--- config.mk ---
export PLATFORM = sky130hd
export DESIGN_NAME = regfile_scoreboard
export DESIGN_NICKNAME = d
export VERILOG_FILES = /design/src/rtl/regfile_scoreboard.sv
export SDC_FILE = /design/constraint.sdc
export NUM_CORES = 2
export LEC_CHECK = 0
export BUFFER_PORTS_ARGS = -buffer_cell sky130_fd_sc_hd__buf_2
export CAP_MARGIN = 20
export CORE_MARGIN = 10
export CORE_UTILIZATION = 65
export DETAILED_ROUTE_END_ITERATION = 12
export PLACE_DENSITY = 0.82
export SLEW_MARGIN = 20
export SYNTH_ARGS = -nofsm -noshare
export SYNTH_HDL_FRONTEND = slang
export SYNTH_SLANG_ARGS = --single-unit
--- constraint.sdc ---
create_clock -name clk -period 6 [get_ports clk]
set_input_delay 0 -clock clk [delete_from_list [all_inputs] [get_ports clk]]
set_output_delay 0 -clock clk [all_outputs]
set_load 0.02 [all_outputs]
--- src/rtl/regfile_scoreboard.sv ---
// Architectural register file with two bypassed read ports and a per-register
// pending-write scoreboard used by issue for RAW-hazard stalls.
module regfile_scoreboard #(
  parameter int NREG  = 32,
  parameter int CNT_W = 3,
  localparam int IDX_W = $clog2(NREG)
) (
  input  logic             clk,
  input  logic             rst_n,
  input  logic [IDX_W-1:0] i_wb_idx,
  input  logic             i_wb_we,
  input  logic [31:0]      i_wb_data,
  input  logic [IDX_W-1:0] i_rd_idx0,
  output logic [31:0]      o_rd_data0,
  input  logic [IDX_W-1:0] i_rd_idx1,
  output logic [31:0]      o_rd_data1,
  output logic             o_busy0,
  output logic             o_busy1,
  input  logic             i_issue_valid,
  input  logic             i_issue_we,
  input  logic [IDX_W-1:0] i_issue_rd,
  output logic             o_issue_ready,
  input  logic             i_flush,
  output logic             o_sb_err
);

  localparam logic [CNT_W-1:0] CNT_MAX = {CNT_W{1'b1}};

  logic [31:0]                 r_rf [NREG];
  logic [NREG-1:0][CNT_W-1:0]  r_cnt;
  logic                        r_sb_err;

  logic [NREG-1:0][CNT_W-1:0]  w_cnt_next;
  logic [NREG-1:0]             w_inc_hit;
  logic [NREG-1:0]             w_dec_hit;
  logic                        w_inc;
  logic                        w_dec;
  logic                        w_err;
  logic [CNT_W-1:0]            w_cnt_rd0;
  logic [CNT_W-1:0]            w_cnt_rd1;
  logic [CNT_W-1:0]            w_cnt_iss;
  logic [CNT_W-1:0]            w_cnt_wb;

  assign w_dec = i_wb_we && (i_wb_idx != '0);
  assign w_inc = i_issue_valid && i_issue_we && (i_issue_rd != '0) && o_issue_ready && !i_flush;

  assign w_cnt_rd0 = r_cnt[i_rd_idx0];
  assign w_cnt_rd1 = r_cnt[i_rd_idx1];
  assign w_cnt_iss = r_cnt[i_issue_rd];
  assign w_cnt_wb  = r_cnt[i_wb_idx];

  // Register file: r0 never written, so its storage stays at its reset value.
  always_ff @(posedge clk) begin
    if (!rst_n) begin
      for (int k = 0; k < NREG; k++) r_rf[k] <= '0;
    end else if (w_dec) begin
      r_rf[i_wb_idx] <= i_wb_data;
    end
  end

  // Read ports: r0 forced to zero, same-cycle writeback forwarded.
  always_comb begin
    o_rd_data0 = r_rf[i_rd_idx0];
    if (i_rd_idx0 == '0)                       o_rd_data0 = '0;
    else if (w_dec && (i_wb_idx == i_rd_idx0)) o_rd_data0 = i_wb_data;
  end

  always_comb begin
    o_rd_data1 = r_rf[i_rd_idx1];
    if (i_rd_idx1 == '0)                       o_rd_data1 = '0;
    else if (w_dec && (i_wb_idx == i_rd_idx1)) o_rd_data1 = i_wb_data;
  end

  // Per-register counter next-state; simultaneous inc/dec cancel out.
  generate
    for (genvar gi = 0; gi < NREG; gi++) begin : g_cnt
      assign w_inc_hit[gi] = w_inc && (i_issue_rd == IDX_W'(gi));
      assign w_dec_hit[gi] = w_dec && (i_wb_idx == IDX_W'(gi));
      assign w_cnt_next[gi] =
        i_flush                               ? '0 :
        (w_inc_hit[gi] && w_dec_hit[gi])      ? r_cnt[gi] :
        w_inc_hit[gi]                         ? r_cnt[gi] + 1'b1 :
        (w_dec_hit[gi] && r_cnt[gi] != '0)    ? r_cnt[gi] - 1'b1 :
                                                r_cnt[gi];
    end
  endgenerate

  // A writeback with nothing pending is a scoreboard bookkeeping error, flush or not.
  assign w_err = w_dec && (w_cnt_wb == '0) && !(w_inc && (i_issue_rd == i_wb_idx));

  always_ff @(posedge clk) begin
    if (!rst_n) begin
      r_cnt    <= '0;
      r_sb_err <= 1'b0;
    end else begin
      r_cnt <= w_cnt_next;
      if (w_err) r_sb_err <= 1'b1;
    end
  end

  // The last outstanding write landing this cycle is bypassed, so it is not busy.
  assign o_busy0 = (i_rd_idx0 != '0) && (w_cnt_rd0 != '0) &&
                   !(w_dec && (i_wb_idx == i_rd_idx0) && (w_cnt_rd0 == CNT_W'(1)));
  assign o_busy1 = (i_rd_idx1 != '0) && (w_cnt_rd1 != '0) &&
                   !(w_dec && (i_wb_idx == i_rd_idx1) && (w_cnt_rd1 == CNT_W'(1)));

  assign o_issue_ready = !(i_issue_we && (i_issue_rd != '0) && (w_cnt_iss == CNT_MAX) &&
                           !(w_dec && (i_wb_idx == i_issue_rd)));

  assign o_sb_err = r_sb_err;

endmodule

==> results.py <==
metrics = {
    "final_layout": {
        "finalNonFillerCells": 5692,
        "drive_gt1_frac": 0.280,
        "layout_commonest_cell": "edfxtp_1",
        "syn2layout_area_growth_pct": 9.21,
        "final_util": 0.719,
        "final_nets": 4396,
        "final_cell_mix": "edfxtp_1 (1024), and2_1 (901), mux4_2 (694)",
        "fin_area_sq_um": 69800,
        "fillers": 5752,
    },
    "floorplan": {
        "dieArea_sq_um": 111000,
        "io_pins": 126,
        "start_util": 0.658,
        "num_rows": 114,
        "core-area_sq_um": 97100,
        "die_y_um": 334,
        "chipWidth_um": 334,
    },
    "synth": {
        "yosysWarnings": 0,
        "synth_edf_count": 1024,
        "syn_avg_cell_area_sq_um": 14.7,
        "yosys_register_bits": 1121,
        "synthCells": 4337,
        "netlist-cell-type-count": 74,
        "netlist_area_sq_um": 63900,
        "ys.flop_type": "edfxtp_1",
        "async_flop_share": 0,
        "ys_seq_area_frac": 0.511,
    },
    "placement": {
        "placed_cell_area_sq_um": 65600,
        "dp_hpwl_mm": 112,
        "gp_congestion": 0.942,
        "placed_cells": 5427,
        "port_buffers": 125,
    },
    "global_route": {
        "grt_pass1_vias": 43800,
        "grt_max_degree": 106,
        "antenna_found_initial": 9,
        "grt_use_total": 0.363,
        "overflow": 0,
        "grt_pass1_wl_mm": 295,
    },
    "timing": {
        "setup_viol": 0,
        "drv_slew": 0,
        "tightest_slew_ns": 1.18,
        "finalClockSkew_ns": 0.0418,
        "hold_viol": 0,
        "max_freq_mhz": 255,
        "setup_tns_ns": 0,
        "finalCriticalPeriod_ns": 3.93,
        "fin_crit_sh": 0.654,
        "rsz0062_at_grt": "no",
        "max-slew-margin-rel": 0.209,
    },
    "cts": {
        "cts_setup_buffers": 0,
        "clk_pin_slew_ns": 0.07,
        "ctsResizeCount": 0,
        "clkLatencyLatePin_ns": 0.74,
        "htree_levels": 3,
        "numCtsBuffers": 114,
        "cts_tree": "done",
        "ctsRootBufferMaster": "clkbuf_16",
        "cts_buffer_depth": 3,
        "cts_hold_buf": 39,
        "clkSinkCount": 1121,
    },
    "critical_path": {
        "worstPathMaxFanout": 5,
        "required_ns": 6.00,
        "arrival_ns": 3.93,
        "worstSetupStartpointType": "flop",
        "crit_path_end_kind": "output port",
        "crit_type": "flop to output port",
    },
    "hold_path": {
        "hold_class": "input port to flop",
    },
    "detailed_routing": {
        "drt-vias-per-instance": 7.64,
        "wl_mm": 203,
        "dr.pass1.iters": 6,
        "via_count": 43500,
        "wire_per_inst_um": 35.7,
        "ant_nets": 0,
        "drt_iter0_markers": 7311,
        "post-route-drc-count": 0,
    },
    "run_status": {
        "status": "finished clean",
    },
    "power": {
        "powerDensity_nw_per_um2": 270,
        "p_int_mw": 14.1,
        "seqPwrFrac": 0.485,
        "pwr-share-comb": 0.130,
        "power_mw": 18.9,
        "switching_share": 0.255,
        "power_frac_clock": 0.384,
        "peakVddDrop_mv": 0.278,
        "p_switching_mw": 4.80,
        "power.leakage_nw": 24.2,
    },
    "flow_run": {
        "max_cap_viol_count": 0,
    },
}
## logic make-up (layout without fill, tap and decap cells)
family	count (synthesis)	after routing	share of synthesized area
buf+inv	443	482	0.0294
flops	1121	1121	0.511
simple gates	1638	1638	0.145
xor+xnor	17	17	0.00233
fa+ha+maj	31	31	0.00971
mux	844	844	0.271
compound gates	242	242	0.0309
other cells	1	41	0.0000587
## Yosys cell counts, types with 16 or more instances
library cell,count,share of area
buf_2,74,0.0058
nand3_1,38,0.0030
edfxtp_1,1024,0.48
clkbuf_1,328,0.019
nor2_1,157,0.0092
buf_1,22,0.0013
a211oi_1,71,0.0083
mux2i_1,136,0.021
and3_1,113,0.011
nand2_1,201,0.012
a31oi_1,16,0.0016
a21o_1,17,0.0020
and2_1,901,0.088
nor3_1,86,0.0067
dfxtp_1,97,0.030
mux4_2,694,0.24
a21oi_1,25,0.0020
or3_1,22,0.0022
o21ai_0,16,0.0013
fa_1,31,0.0097
or2_2,40,0.0039
## worst max-delay path, cell delays in order, from the launching register on
cell and delay [ns]:
dfxtp_1 0.53, nor2_1 0.10, mux4_2 0.47, mux4_2 0.55
and3b_1 0.27, a211oi_1 0.97, buf_2 0.33
## power groups by stage
stage / Clock (mW) / Combinational [mW] / Sequential (mW)
5_1_grt: 7.53 / 2.51 / 9.18
3_5_place_dp: 0 / 2.36 / 9.29
6_report: 7.25 / 2.46 / 9.15
4_1_cts: 7.23 / 2.40 / 9.14
2_1_floorplan: 0 / 1.61 / 9.20
3_3_place_gp: 0 / 2.33 / 9.23
## registers in the layout (all words and copies together) (netlist names)
| name | count |
|---|---|
| r_cnt | 96 |
| o_sb_err | 1 |
| r_rf | 1024 |
## layout make-up
cell class / count / area [sq um] / share of cell area
Clock inverter: 84 / 806 / 0.0115
Timing Repair Buffer: 264 / 1950 / 0.0280
Sequential cell: 1121 / 32700 / 0.468
Clock buffer: 132 / 2940 / 0.0421
Antenna cell: 9 / 22.5 / 0.000323
Tap cell: 1276 / 1600 / 0.0229
Multi-Input combinational cell: 2804 / 29800 / 0.427
Inverter: 2 / 7.51 / 0.000108
## metrics by stage
| step | hold WS, ns | worst slack [ns] |
|---|---|---|
| floorplan | 0.186 | 3.04 |
| global placement | 0.473 | 2.48 |
| detailed placement | 0.470 | 2.36 |
| CTS | 0.0236 | 2.26 |
| global route | 0.0933 | 2.07 |
| finish | 0.0448 | 2.07 |
## metal layers
metal	track usage	part of all wire
met4	0.202	0.068
met3	0.127	0.16
met2	0.563	0.46
met1	0.447	0.30
met5	0	0.00063
## final timing paths
path                            cells after the start              startpoint  slack, ns                endpoint
worst max register to register                      9  r_cnt[82]$_SDFFE_PP0P_       2.16   o_sb_err$_SDFFE_PN0P_
worst min register to register                      2  r_cnt[86]$_SDFFE_PP0P_       0.52  r_cnt[86]$_SDFFE_PP0P_
worst min-delay path                                7           i_issue_valid       0.04  r_cnt[14]$_SDFFE_PP0P_
worst max-delay path                                6  r_cnt[34]$_SDFFE_PP0P_       2.07                 o_busy1
Note: power is estimated with default switching activity, not from simulation.
